## config.mk

```make
export PLATFORM = sky130hd
export DESIGN_NAME = uart_rx_cfg
export DESIGN_NICKNAME = d
export VERILOG_FILES = /design/src/rtl/uart_rx_cfg.sv
export SDC_FILE = /design/constraint.sdc
export NUM_CORES = 1
export LEC_CHECK = 0
export BUFFER_PORTS_ARGS = -buffer_cell sky130_fd_sc_hd__buf_2
export CORE_AREA = 3 3 71 140
export CTS_CLUSTER_SIZE = 24
export DETAILED_ROUTE_END_ITERATION = 12
export DIE_AREA = 0 0 74 143
export HOLD_SLACK_MARGIN = 0.03
export PLACE_DENSITY = 0.82
export SKIP_CTS_REPAIR_TIMING = 1
export SLEW_MARGIN = 30
export SYNTH_ARGS = -nofsm -noshare
export SYNTH_HDL_FRONTEND = slang
export SYNTH_SLANG_ARGS = --single-unit
```

## constraint.sdc

```tcl
create_clock -name i_clk -period 2.4 [get_ports i_clk]
set_input_delay 0.12 -clock i_clk [delete_from_list [all_inputs] [get_ports i_clk]]
set_output_delay 0.12 -clock i_clk [all_outputs]
set_load 0.005 [all_outputs]
```

## src/rtl/uart_rx_cfg.sv

```systemverilog
// UART receiver with a programmable baud tick, runtime parity/stop selection,
// break detection and a first-word-fall-through FIFO of {ferr, perr, data}.
module uart_rx_cfg #(
    parameter int DBIT   = 8,
    parameter int OVS    = 16,
    parameter int DVSR_W = 16,
    parameter int FIFO_W = 2
) (
    input  logic              i_clk,
    input  logic              i_reset,
    input  logic [DVSR_W-1:0] i_dvsr,
    input  logic [1:0]        i_parity_mode,
    input  logic              i_two_stop,
    input  logic              i_rx,
    input  logic              i_rd_uart,
    input  logic              i_clr_overrun,
    output logic [DBIT-1:0]   o_r_data,
    output logic              o_parity_err,
    output logic              o_frame_err,
    output logic              o_rx_empty,
    output logic              o_rx_full,
    output logic              o_overrun,
    output logic              o_busy
);
    localparam int SW    = $clog2(OVS);
    localparam int NW    = $clog2(DBIT);
    localparam int DEPTH = 2**FIFO_W;

    typedef struct packed {
        logic            ferr;
        logic            perr;
        logic [DBIT-1:0] data;
    } rx_word_t;

    typedef enum logic [2:0] {IDLE, START, DATA, PARITY, STOP, BREAK} state_t;

    // Divisor is re-latched only at wrap so a mid-period change cannot skip a tick.
    logic [DVSR_W-1:0] tcnt, dvsr_q;
    logic              tick;
    assign tick = (tcnt == dvsr_q);

    always_ff @(posedge i_clk or posedge i_reset) begin
        if (i_reset) begin
            tcnt   <= '0;
            dvsr_q <= '0;
        end else if (tick) begin
            tcnt   <= '0;
            dvsr_q <= i_dvsr;
        end else begin
            tcnt   <= tcnt + DVSR_W'(1);
        end
    end

    logic [1:0] sync;
    logic       rx_s;
    assign rx_s = sync[1];

    always_ff @(posedge i_clk or posedge i_reset) begin
        if (i_reset) sync <= 2'b11;
        else         sync <= {sync[0], i_rx};
    end

    state_t          state_q, state_n;
    logic [SW-1:0]   s_q, s_n;
    logic [NW-1:0]   n_q, n_n;
    logic [DBIT-1:0] b_q, b_n;
    logic            perr_q, perr_n, ferr_q, ferr_n, stop2_q, stop2_n;
    logic [1:0]      mode_q, mode_n;
    logic            two_q, two_n, push_q, push_n;
    rx_word_t        word_q, word_n;
    logic            par_en, fe;

    assign par_en = mode_q[0] ^ mode_q[1];

    always_ff @(posedge i_clk or posedge i_reset) begin
        if (i_reset) begin
            state_q <= IDLE;
            s_q     <= '0;
            n_q     <= '0;
            b_q     <= '0;
            perr_q  <= 1'b0;
            ferr_q  <= 1'b0;
            stop2_q <= 1'b0;
            mode_q  <= 2'b00;
            two_q   <= 1'b0;
            push_q  <= 1'b0;
            word_q  <= '0;
        end else begin
            state_q <= state_n;
            s_q     <= s_n;
            n_q     <= n_n;
            b_q     <= b_n;
            perr_q  <= perr_n;
            ferr_q  <= ferr_n;
            stop2_q <= stop2_n;
            mode_q  <= mode_n;
            two_q   <= two_n;
            push_q  <= push_n;
            word_q  <= word_n;
        end
    end

    always_comb begin
        state_n = state_q;
        s_n     = s_q;
        n_n     = n_q;
        b_n     = b_q;
        perr_n  = perr_q;
        ferr_n  = ferr_q;
        stop2_n = stop2_q;
        mode_n  = mode_q;
        two_n   = two_q;
        push_n  = 1'b0;
        word_n  = word_q;
        fe      = ferr_q | ~rx_s;
        case (state_q)
            IDLE: begin
                mode_n = i_parity_mode;
                two_n  = i_two_stop;
                if (!rx_s) begin
                    state_n = START;
                    s_n     = '0;
                    perr_n  = 1'b0;
                    ferr_n  = 1'b0;
                    stop2_n = 1'b0;
                end
            end
            START: if (tick) begin
                if (s_q == SW'(OVS/2-1)) begin
                    state_n = rx_s ? IDLE : DATA;
                    s_n     = '0;
                    n_n     = '0;
                end else s_n = s_q + SW'(1);
            end
            DATA: if (tick) begin
                if (s_q == SW'(OVS-1)) begin
                    s_n = '0;
                    b_n = {rx_s, b_q[DBIT-1:1]};
                    if (n_q == NW'(DBIT-1)) state_n = par_en ? PARITY : STOP;
                    else                    n_n = n_q + NW'(1);
                end else s_n = s_q + SW'(1);
            end
            PARITY: if (tick) begin
                if (s_q == SW'(OVS-1)) begin
                    s_n     = '0;
                    perr_n  = mode_q[1] ? ~^{b_q, rx_s} : ^{b_q, rx_s};
                    state_n = STOP;
                end else s_n = s_q + SW'(1);
            end
            STOP: if (tick) begin
                if (s_q == SW'(OVS-1)) begin
                    s_n    = '0;
                    ferr_n = fe;
                    if (two_q && !stop2_q) begin
                        stop2_n = 1'b1;
                    end else begin
                        // Leave mid-stop-bit so a back-to-back start edge is not missed.
                        push_n  = 1'b1;
                        word_n  = '{ferr: fe, perr: perr_q, data: b_q};
                        state_n = fe ? BREAK : IDLE;
                    end
                end else s_n = s_q + SW'(1);
            end
            BREAK: if (rx_s) state_n = IDLE;
            default: state_n = IDLE;
        endcase
    end

    assign o_busy = (state_q != IDLE);

    logic [FIFO_W:0] wptr, rptr;
    rx_word_t        mem [DEPTH];
    rx_word_t        head;
    logic            empty, full, rd_en, wr_en, ovr_set;

    assign empty   = (wptr == rptr);
    assign full    = (wptr[FIFO_W] != rptr[FIFO_W]) &&
                     (wptr[FIFO_W-1:0] == rptr[FIFO_W-1:0]);
    assign rd_en   = i_rd_uart & ~empty;
    assign wr_en   = push_q & (~full | rd_en);
    assign ovr_set = push_q & full & ~rd_en;

    always_ff @(posedge i_clk) begin
        if (wr_en) mem[wptr[FIFO_W-1:0]] <= word_q;
    end

    always_ff @(posedge i_clk or posedge i_reset) begin
        if (i_reset) begin
            wptr      <= '0;
            rptr      <= '0;
            o_overrun <= 1'b0;
        end else begin
            if (wr_en) wptr <= wptr + (FIFO_W+1)'(1);
            if (rd_en) rptr <= rptr + (FIFO_W+1)'(1);
            if (ovr_set)            o_overrun <= 1'b1;
            else if (i_clr_overrun) o_overrun <= 1'b0;
        end
    end

    // Head is forced to zero while empty so reset values hold without clearing memory.
    assign head         = mem[rptr[FIFO_W-1:0]];
    assign o_r_data     = empty ? '0   : head.data;
    assign o_parity_err = empty ? 1'b0 : head.perr;
    assign o_frame_err  = empty ? 1'b0 : head.ferr;
    assign o_rx_empty   = empty;
    assign o_rx_full    = full;

endmodule
```

Word-level counts from Yosys, hierarchy flattened
Memory sizes are Yosys's and may differ from the RTL's.
Index checks and enable logic that the tools add are counted.
{ "totals": {"register_bits": 76, "latchBits": 0, "ramBits": 40, "rom_bits": 0, "in_bits": 24, "out_inout_bits": 14, "wordCells": 137, "mem_count": 1} }
{ "classes": {"add_sub_neg": 5, "n_mul": 0, "n_div": 0, "magnitude_cmp": 0, "n_eq_ne": 27, "n_shift": 0, "muxes": 52, "n_bitwise": 12, "reduce_logical": 21} }
{ "memory_table": {"columns": ["name", "depth", "word_bits", "rd", "rd_clocked_by_memory_dff", "write_ports", "line_no", "rtl"], "rows": [
  ["mem", 4, 10, 1, 0, 1, "172", "rx_word_t mem [DEPTH];"]
]} }
{ "ops": {"columns": ["operator", "count"], "rows": [
  ["$mux W3", 19],
  ["$ne A2 B2 Y1 const B", 14],
  ["$mux W4", 5],
  ["$mux W1", 19],
  ["$pmux W3 S6", 1],
  ["$add A16 B1 Y16 const B", 1],
  ["$eq A16 B16 Y1", 1],
  ["$mux W16", 1],
  ["$reduce_and A4 Y1", 4],
  ["$pmux W4 S3", 1],
  ["$reduce_and A12 Y1", 1],
  ["$add A3 B1 Y3 const B", 3],
  ["$eq A3 B3 Y1 const B", 3],
  ["$reduce_xnor A9 Y1", 1],
  ["$reduce_xor A9 Y1", 1],
  ["$mux W8", 1],
  ["$reduce_bool A2 Y1", 4],
  ["$eq A3 B2 Y1 const B", 2],
  ["$pmux W1 S2", 3],
  ["$pmux W3 S2", 1],
  ["$reduce_and A6 Y1", 1],
  ["$reduce_bool A3 Y1", 2],
  ["$not A1 Y1", 5],
  ["$reduce_and A5 Y1", 1],
  ["other kinds (17)", 22]
]} }

Longest topological paths before layout
Gate-level depths: netlist (run 1).
{ "depth": {"word_depth": 7, "ltp_mapped": 7, "ltp_nobuf": 7} }

Least setup slack after synthesis (run 1)
OpenSTA, ideal clock, no wires.
{ "synth_timing": {"path_kind": "register -> register", "startpoint": "reg tcnt[1]", "endpoint": "reg word_q[0] in the netlist's numbering", "setup_ps": 125, "arrival_ps": 1847, "t_required_ps": 2275, "setup_slack_ps": 428, "path_stages_with_launch": 7, "path_buffers": 1, "synth_period_minus_slack_ps": 1972, "path_cell_list": "dfrtp_1 > xor2_1 > nor4_2 > nand4_1 > or3_1 > buf_6 > mux2_4"} }
{ "synth_between": {"elab_chain_len": 2} }
{ "synth_lines": {"columns": ["item", "line_no", "rtl"], "rows": [
  ["from (decl)", "38", "logic [DVSR_W-1:0] tcnt, dvsr_q;"],
  ["from (signal assigned)", "50", "tcnt <= tcnt + DVSR_W'(1);"],
  ["$eq A16 B16 Y1", "40", "assign tick = (tcnt == dvsr_q);"],
  ["$reduce_and A4 Y1 (no line)", null, null],
  ["to (signal assigned)", "99", "word_q <= word_n;"],
  ["to (decl)", "70", "rx_word_t word_q, word_n;"]
]} }
Every way passes these cells.
A chain may end at the register's enable or synchronous reset.

Worst setup path in the final report (run 1)
{ "layout_timing": {"startpoint": "reg tcnt[7]", "endpoint": "reg n_q[2]"} }
{ "layout_between": {"elab_chain_len": 3, "elab_cells_between_ends": 4, "classes_between": "eq/ne: 3; reduce/logical: 1"} }
{ "layout_lines": {"columns": ["item", "line_no", "rtl"], "rows": [
  ["$eq A16 B16 Y1 (*)", "40", null],
  ["$ne A2 B2 Y1 (no line)", null, null],
  ["$reduce_and A6 Y1 (no line) (*)", null, null],
  ["to (signal assigned)", "91", "n_q <= n_n;"],
  ["to (decl)", "65", "logic [NW-1:0] n_q, n_n;"]
]} }
Mark *: on every way between the ends. The rest lies on a longest branch, timed or not.

==> results of run 1 <==
-- final cells by class --
class	instances	area (sq um)	share of cell area
clock inverter	15	171.4	0.02635
clock buffer	17	425.4	0.06538
sequential	116	3105	0.4773
tap	102	127.6	0.01962
inverter	16	60.06	0.009231
multi-input combinational	284	2091	0.3213
timing repair buffer	75	525.5	0.08077
-- kinds of logic (layout without fill, tap and decap cells) --
| group | count (synthesis) | after routing | synth area share |
|---|---|---|---|
| simple gates | 153 | 153 | 0.1407 |
| flops | 116 | 116 | 0.5821 |
| xor+xnor | 47 | 47 | 0.07716 |
| compound gates | 41 | 41 | 0.05301 |
| buf+inv | 35 | 123 | 0.02697 |
| mux | 34 | 34 | 0.09897 |
| fa+ha+maj | 9 | 9 | 0.02111 |
-- synth_stat cells, types with 7 or more instances --
cell	n
mux2_1	10
xnor2_1	20
nor2b_1	10
nand2_1	61
mux2_4	9
clkbuf_1	12
nand3_1	9
nor2_1	28
edfxtp_1	40
a21oi_1	11
mux4_2	10
dfrtp_1	74
xor2_1	27
ha_1	9
and3_1	7
nand2b_1	9
inv_1	14
-- routing by layer --
layer  track usage  up-vias
met3       0.06061       33
met4       0.09360        0
met5             0        -
met1        0.2111     1708
met2        0.3867       97
li1              -     1680
-- sequential cells by signal (all words and copies together), names as in the netlist --
register	flops
b_q	8
dvsr_q	16
ferr_q	1
mem	40
mode_q	2
n_q	3
o_overrun	1
perr_q	1
push_q	1
rptr	3
s_q	4
state_q	3
stop2_q	1
sync	2
tcnt	16
two_q	1
word_q	10
wptr	3
-- through the flow --
stage	std cells	cell area, sq um	hold slack (ps)	worst slack [ps]	utilization
5_1_grt	625	6506	61.28	16.64	0.7219
3_3_place_gp	571	5684	212.2	107.9	0.6307
6_report	625	6506	47.51	99.80	0.7219
3_5_place_dp	571	5684	217.3	39.25	0.6307
4_1_cts	603	6281	-225.7	12.85	0.6969
2_1_floorplan	435	5335	124.5	345.0	-
-- critical path, cell delays in order, from the launching register on --
cell,delay (ps)
dfrtp_1,440
xor2_1,170
nor4_2,430
nand4_1,210
buf_4,290
o41a_1,420
o22a_1,210
-- power by group --
group	switching [uW]	internal, uW
combinational	210	201
sequential	25.1	2070
clock	947	1550
-- worst paths after layout --
check / start / to / slack, ps / depth (start not counted)
setup / recovery: tcnt[7] / n_q[2] / 100 / 6
hold / removal: i_rd_uart / o_overrun / 50 / 4
hold reg to reg: sync[0] / sync[1] / 360 / 0
setup reg to reg: tcnt[7] / n_q[2] / 100 / 6
min in group asynchronous: i_reset / s_q[3] / 310 / 3
max in group asynchronous: i_reset / tcnt[10] / 1320 / 4
==> results.md, run 1 <==
* Met3 wire len at 383 um
* Skew final at 8.400 ps
* Area of the die at 0.01058 sq mm
* Root Driver: clkbuf_16
* Fillers at 578
* Max_cap viols at 0
* Syn Std Cell Area at 0.005335 sq mm
* HP Class: in2reg
* Tmin final at 2300 ps
* N_diodes at 0
* Syn avg cell area at 12.26 sq um
* Most frequent cells in the layout: dfrtp_1 (74), nand2_1 (61), edfxtp_1 (40)
* Nets at 543
* Core ar. at 0.009012 sq mm
* Post-Syn Nets at 468
* Worst skew pair latency at 410 ps
* Synth top area share at 0.3471
* Synth cell types at 52
* Yosys warning total at 0
* CP startpoint kind: flip-flop
* Max H-tree Level at 4
* Starting DRT DRC Count at 146
* Post-Synthesis Cells at 435
* Layout cells sized above 1 at 0.2256
* Worst-path fanout max at 29
* Crit path kind: reg2reg
* Met2 wire len at 6.108 mm
* # rows at 49
* Worst-Margin Slew at 928.9 ps
* Top post-synthesis cells by area: dfrtp_1 (35%), edfxtp_1 (23%), xor2_1 (4.4%)
* CTS Buf Count at 17
* Post-DRT Antenna Nets at 0
* Fin Setup TNS at 0 ps
* Vias per cell at 5.629
* First-pass GRT wire length at 16.65 mm
* Initial antenna violation count at 0
* Vias post-DR at 3518
* GRT Util Overall at 0.2106
* Area Growth Syn to Fin at 21.95%
* Max Fclk at 434.7 MHz
* Peak VDD IR at 589.0 uV
* Status: finished, final reports clean
* Final setup fails at 0
* Per-cell routed wire length at 16.82 um
* Max-slew violation count at 0
* Seq/Total Area, Yosys at 0.5821
* Effective utilization at floorplan at 0.5920
* Total power at 5010 uW
* Final worst path period share at 0.9584
* Total grt overflow at 0
* Largest net degree at the start of global routing at 30
* Sink Count at 116
* Final WL at 10.51 mm
* Rel. slew slack at 0.3784
* Detail Placement HPWL at 6.962 mm
* Synth Register Bits at 116
* Power density over cell area at 770.0 mW/mm^2
* Critical Path RT at 2690 ps
* Clk slew on worst S/H paths at 60 ps
* RSZ-0062 raised after global routing: no
* # DRC at 0
* # IOs at 38
* Buffer levels on the longest clock path at 2
* Post-synthesis async set-or-reset flop share at 0.6552
* Ys flop type: dfrtp_1
* Area leader, netlist: dfrtp_1
* Crit. End Element: flip-flop
* DR top layer: met4
* IO Port Bufs at 37
* EDFF count, synth at 40
* CTS tree: yes
* Vias in the first global route at 3589
* Endpoints failing hold at 0
* WL met1 at 3.690 mm
* Drt pass-1 iters at 4
* Worst EP arrival at 2590 ps
* DIE WIDTH at 74 um
* Static Leak at 0.002970 uW
* Gpl congestion at 0.9172
* Most common cell after layout, fill and taps aside: dfrtp_1
* Die Y-Extent at 143 um
No activity file was read; power rests on OpenSTA's default activity.
==> run 2, diff against run 1 <==
--- a/config.mk
+++ b/config.mk
@@ -5,13 +5,14 @@
 export SDC_FILE = /design/constraint.sdc
 export NUM_CORES = 1
 export LEC_CHECK = 0
+export ABC_AREA = 1
 export BUFFER_PORTS_ARGS = -buffer_cell sky130_fd_sc_hd__buf_2
-export CORE_AREA = 3 3 71 140
+export CORE_AREA = 3 3 73 143
 export CTS_CLUSTER_SIZE = 24
 export DETAILED_ROUTE_END_ITERATION = 12
-export DIE_AREA = 0 0 74 143
+export DIE_AREA = 0 0 76 146
 export HOLD_SLACK_MARGIN = 0.03
-export PLACE_DENSITY = 0.82
+export PLACE_DENSITY = 0.77
 export SKIP_CTS_REPAIR_TIMING = 1
 export SLEW_MARGIN = 30
 export SYNTH_ARGS = -nofsm -noshare
==> results.md, run 2 <==
* Fin Setup TNS at 0 ps
* Slack of the critical path at 294.1 ps
* Vias post-DR at 4555
* # DRC at 0
* GRT Util Overall at 0.2303
* Core ar. at 0.009447 sq mm
* Clk pwr share at 0.548
* Nets at 772
* N_diodes at 0
* Max_cap viols at 0
* Tmin final at 2106 ps
* Depth of the worst hold-timing path at 3
* Skew final at 7.186 ps
* Syn avg cell area at 8.379 sq um
* Post-synthesis simple-gate area fraction at 0.2570
* Min Hold Slack at -8.536 ps
* Crit. End Element: flip-flop
* Most frequent cells in the layout: nand2_1 (217), inv_1 (82), dfrtp_1 (74)
* Most common cell after layout, fill and taps aside: nand2_1
* Vias in the first global route at 4528
* Switching share of power at 0.1888
* Worst EP arrival at 2130 ps
* R2R cell count at 7
* Rel. slew slack at 0.4236
* Clk slew on worst S/H paths at 50 ps
* Synth cell types at 33
* EDFF count, synth at 40
* HP Start: i_dvsr[11]
* Post-DRT Antenna Nets at 0
* Mux contribution to synthesized area at 0
* Final worst path period share at 0.8774
* Fillers at 713
* Synth Register Bits at 116
* Max-slew violation count at 0
* First-pass GRT wire length at 20.30 mm
* Hold Crit Endpoint: dvsr_q[11]
* Detail Placement HPWL at 8.487 mm
* Design area at 0.006771 sq mm
* Logic pwr share at 0.020
* Area leader, netlist: dfrtp_1
* CP startpoint kind: flip-flop
* Starting DRT DRC Count at 233
* Total grt overflow at 0
* Top-count cell post-synth: nand2_1
* Area Growth Syn to Fin at 21.35%
* Per-cell routed wire length at 13.76 um
* Status: complete, but fails checks
* Int Power at 3843 uW
* Placed cell area at 0.005953 sq mm
* Largest family of logic cells by synthesized area: simple AND/OR/NAND/NOR gates
* CTS Buf Count at 17
* Max H-tree Level at 4
* Cell Count, Final, Fillers Out at 882
* Xor/xnor share of the synthesized area at 0.01883
* DP Worst Slack at 250.0 ps
* Ys flop type: dfrtp_1
* DIE WIDTH at 76 um
* Final setup fails at 0
* Post-synthesis async set-or-reset flop share at 0.6552
* Synth top area share at 0.3318
* Worst skew pair latency at 400 ps
* Effective utilization at floorplan at 0.5907
* Vias per cell at 5.164
* Endpoints failing hold at 1
* Root Driver: clkbuf_16
* Initial antenna violation count at 0
* Largest net degree at the start of global routing at 36
* Crit path kind: reg2reg
* Power density over cell area at 699.6 mW/mm^2
* Worst-Margin Slew at 861.5 ps
* R2r setup slk at 290 ps
* IO Port Bufs at 37
* Failing checks: hold timing
* Syn Std Cell Area at 0.005580 sq mm
* Max Fclk at 474.9 MHz
* Area of the die at 0.01110 sq mm
* # rows at 50
* Largest register FFs at 40
* Yosys warning total at 0
* Sink Count at 116
* Area fraction in compound gates after synthesis at 0.07287
* Drt pass-1 iters at 5
* Placed cells at 829
* CTS tree: yes
* HP Class: in2reg
* Post-Synthesis Cells at 666
* RSZ-0062 raised after global routing: no
* Synth Area in Adders at 0.02018
* Peak VDD IR at 577.9 uV
* Critical Path RT at 2430 ps
* Die Y-Extent at 146 um
* Post-Syn Nets at 699
* Seq/Total Area, Yosys at 0.5565
* # IOs at 38
* Synth cell count leaders: nand2_1 (217), inv_1 (83), dfrtp_1 (74), nor2_1 (66), o21ai_0 (52)
* Psw at 894.5 uW
* Worst r2r src: rptr[1]
* Buffer levels on the longest clock path at 2
* Reg power frac at 0.433
* Final WL at 12.13 mm
* Worst-path fanout max at 10
* Top post-synthesis cells by area: dfrtp_1 (33%), edfxtp_1 (22%), nand2_1 (15%)
* Worst flop-to-flop path endpoint: mem[2][3]
* Gpl congestion at 0.8407
* Layout cells sized above 1 at 0.1184
* Static Leak at 0.003485 uW
-- run 2: cell count changes after synthesis, sizes merged, moves of 20 or more --
cell,previous run,this run
mux2,23,0
nand2,61,219
o21ai,7,52
xor2,27,7
nand3,9,35
nor2,28,68
inv,16,89
-- run 2: cells by family (layout without fill, tap and decap cells) --
group / after synthesis / count (layout)
xor+xnor: 12 / 12
buf+inv: 104 / 190
simple gates: 348 / 348
compound gates: 77 / 77
fa+ha+maj: 9 / 9
flops: 116 / 116
-- run 2: metrics by stage --
step	utilization	power (uW)
detailed placement	0.6302	2152
finish	0.7168	4737
global placement	0.6302	2150
CTS	0.6946	4728
floorplan	-	2115
global route	0.7168	4856
-- run 2: area by class of cell --
class | instances | area [sq um] | area share
well taps | 130 | 162.7 | 0.02402
clock inverters | 11 | 157.7 | 0.02328
flip-flops and latches | 116 | 3105 | 0.4586
repair buffers | 69 | 503.0 | 0.07428
clock buffers | 21 | 450.4 | 0.06652
inverters | 89 | 334.1 | 0.04933
multi-input cells | 446 | 2058 | 0.3040
-- run 2: worst max-delay path by stage --
stage | start | depth (start not counted) | end
finish | rptr[1] | 7 | mem[2][3]
global route | rptr[1] | 7 | mem[2][9]
global placement | rptr[1] | 7 | mem[2][5]
CTS | wptr[0] | 7 | mem[2][9]
detailed placement | wptr[0] | 7 | mem[2][4]
floorplan | i_reset | 1 | b_q[0]
-- run 2: power by group through the flow --
stage / Clock, uW / Sequential (uW) / Combinational, uW
detailed placement: 0 / 2090 / 67.2
finish: 2590 / 2050 / 92.9
global placement: 0 / 2080 / 65.3
CTS: 2610 / 2050 / 67.9
floorplan: 0 / 2080 / 31.2
global route: 2700 / 2050 / 104
-- run 2: metal layers --
metal | track usage | share of wire
met3 | 0.04275 | 0.025
met4 | 0.1198 | 0.032
met5 | 0 | 0
met1 | 0.2226 | 0.37
met2 | 0.4497 | 0.58
-- run 2: worst max-delay path, cell delays in order (launching register included) --
cell and delay, ps:
dfrtp_1 410, inv_1 150, nand2_1 60, nand4_1 100
nor2_1 80, nand2_1 70, nand2_1 150, nor2_1 700
==> run 3, diff against run 2 <==
--- a/config.mk
+++ b/config.mk
@@ -13,6 +13,7 @@
 export DIE_AREA = 0 0 76 146
 export HOLD_SLACK_MARGIN = 0.03
 export PLACE_DENSITY = 0.77
+export REMOVE_ABC_BUFFERS = 1
 export SKIP_CTS_REPAIR_TIMING = 1
 export SLEW_MARGIN = 30
 export SYNTH_ARGS = -nofsm -noshare
==> results.md, run 3 (synthesis gave the netlist of run 2 again) <==
* Vias in the first global route at 4687
* First-pass GRT wire length at 20.53 mm
* Area of the die at 0.01110 sq mm
* Final setup fails at 0
* RSZ-0062 raised after global routing: no
* Seq. cell area at 0.003105 sq mm
* Die Y-Extent at 146 um
* Effective utilization at floorplan at 0.5907
* DIE WIDTH at 76 um
* HP Start: i_rd_uart
* Layout cells sized above 1 at 0.1227
* Crit-path leading delay family: simple AND/OR/NAND/NOR gates
* Starting DRT DRC Count at 205
* Final worst path period share at 0.8829
* Core ar. at 0.009447 sq mm
* CTS Buf Count at 17
* Slowest library cell on the worst path: dfrtp_1
* Fin Setup TNS at 0 ps
* Power density over cell area at 725.7 mW/mm^2
* Max-slew violation count at 0
* IO Port Bufs at 37
* Worst skew pair latency at 410 ps
* Vias per cell at 5.199
* Worst-Margin Slew at 890.2 ps
* CP Buf/Inv Count at 2
* # DRC at 0
* Worst stage delay on the critical path at 490 ps
* CP startpoint kind: flip-flop
* Multi-input gate area at 0.002061 sq mm
* Max Fclk at 471.9 MHz
* Worst-path fanout max at 41
* Buffer levels on the longest clock path at 2
* Status: finished, final reports clean
* Drt pass-1 iters at 5
* Vias post-DR at 4575
* Largest net degree at the start of global routing at 58
* Per-cell routed wire length at 13.69 um
* Total grt overflow at 0
* Peak VDD IR at 513.2 uV
* Worst EP arrival at 2370 ps
* Endpoints failing hold at 0
* Most frequent cells in the layout: nand2_1 (217), inv_1 (82), dfrtp_1 (74)
* Skew final at 10.18 ps
* N_diodes at 0
* Largest register FFs at 40
* # rows at 50
* Crit path kind: reg2reg
* Worst path cell trace: inv_2 -> nand2_1 -> nand2_1 -> nor2_1 -> nand2_1 -> nor2_2 -> nand2_4 -> inv_2 -> o21ai_0
* GRT Util Overall at 0.2308
* Max_cap viols at 0
* Max H-tree Level at 4
* Crit. End Element: flip-flop
* Crit path launch: tcnt[7]
* Root Driver: clkbuf_16
* Post-DRT Antenna Nets at 0
* Detail Placement HPWL at 8.181 mm
* Nets at 770
* Min Hold Slack at 35.27 ps
* Most common cell after layout, fill and taps aside: nand2_1
* # IOs at 38
* CP most frequent cell: nand2_1
* Clk slew on worst S/H paths at 50 ps
* Initial antenna violation count at 0
* Sink Count at 116
* CTS tree: yes
* Fillers at 714
* Area Growth Syn to Fin at 21.75%
* Worst r2r src: tcnt[7]
* Final WL at 12.04 mm
* Critical Path RT at 2650 ps
* Gpl congestion at 0.8410
* HP Class: in2reg
* Static Leak at 0.003492 uW
* Tmin final at 2119 ps
* Rel. slew slack at 0.4043
[run 3: cell count changes in the layout (fill, tap and decap cells not counted), sizes merged]
cell,previous run,this run
buf,48,45
bufinv,4,5
clkbuf,21,17
clkinv,6,5
dlygate4sd3,21,22
inv,89,93
[run 3: through the flow]
stage	total power [uW]	area, sq um	util	setup slack [ps]	instances
after floorplan	2115	5498	-	136.2	651
after global placement	2149	5918	0.6265	328.3	826
after detailed placement	2151	5918	0.6265	289.7	826
after CTS	4941	6571	0.6956	269.4	858
after global routing	5082	6794	0.7192	36.77	880
final	4930	6794	0.7192	281.1	880
[run 3: area by class of cell]
cell class                 count  area share
tap                          130     0.02394
multi-input combinational    446      0.3033
clock inverter                15     0.03352
sequential                   116      0.4571
clock buffer                  17     0.06262
inverter                      89     0.04917
timing repair buffer          67     0.07035
[run 3: worst reg2reg max path, delay by kind of cell (launching register included)]
family | cells | cell delay, ps
flip-flops | 1 | 490
buffers and inverters | 2 | 610
AO/OA/AOI/OAI | 1 | 210
AND/OR/NAND/NOR | 6 | 650
[run 3: path summary, 6_finish.rpt]
path	end	slack, ps	cells past startpoint
max	dvsr_q[8]	280	9
min	rptr[2]	40	3
max reg2reg	dvsr_q[8]	280	9
min reg2reg	sync[1]	350	0
max in group asynchronous	sync[0]	1410	4
min in group asynchronous	rptr[2]	280	3
[run 3: per-layer routing]
metal,GRT usage,vias up,share of wire
met3,0.06010,36,0.030
met1,0.2310,2152,0.37
met5,0,-,0
li1,-,2278,-
met2,0.4288,109,0.57
met4,0.1225,0,0.033
[run 3: power breakdown]
| part | internal, uW | switching (uW) |
|---|---|---|
| logic | 45.6 | 46.0 |
| registers | 2040 | 3.24 |
| clock network | 1850 | 938 |
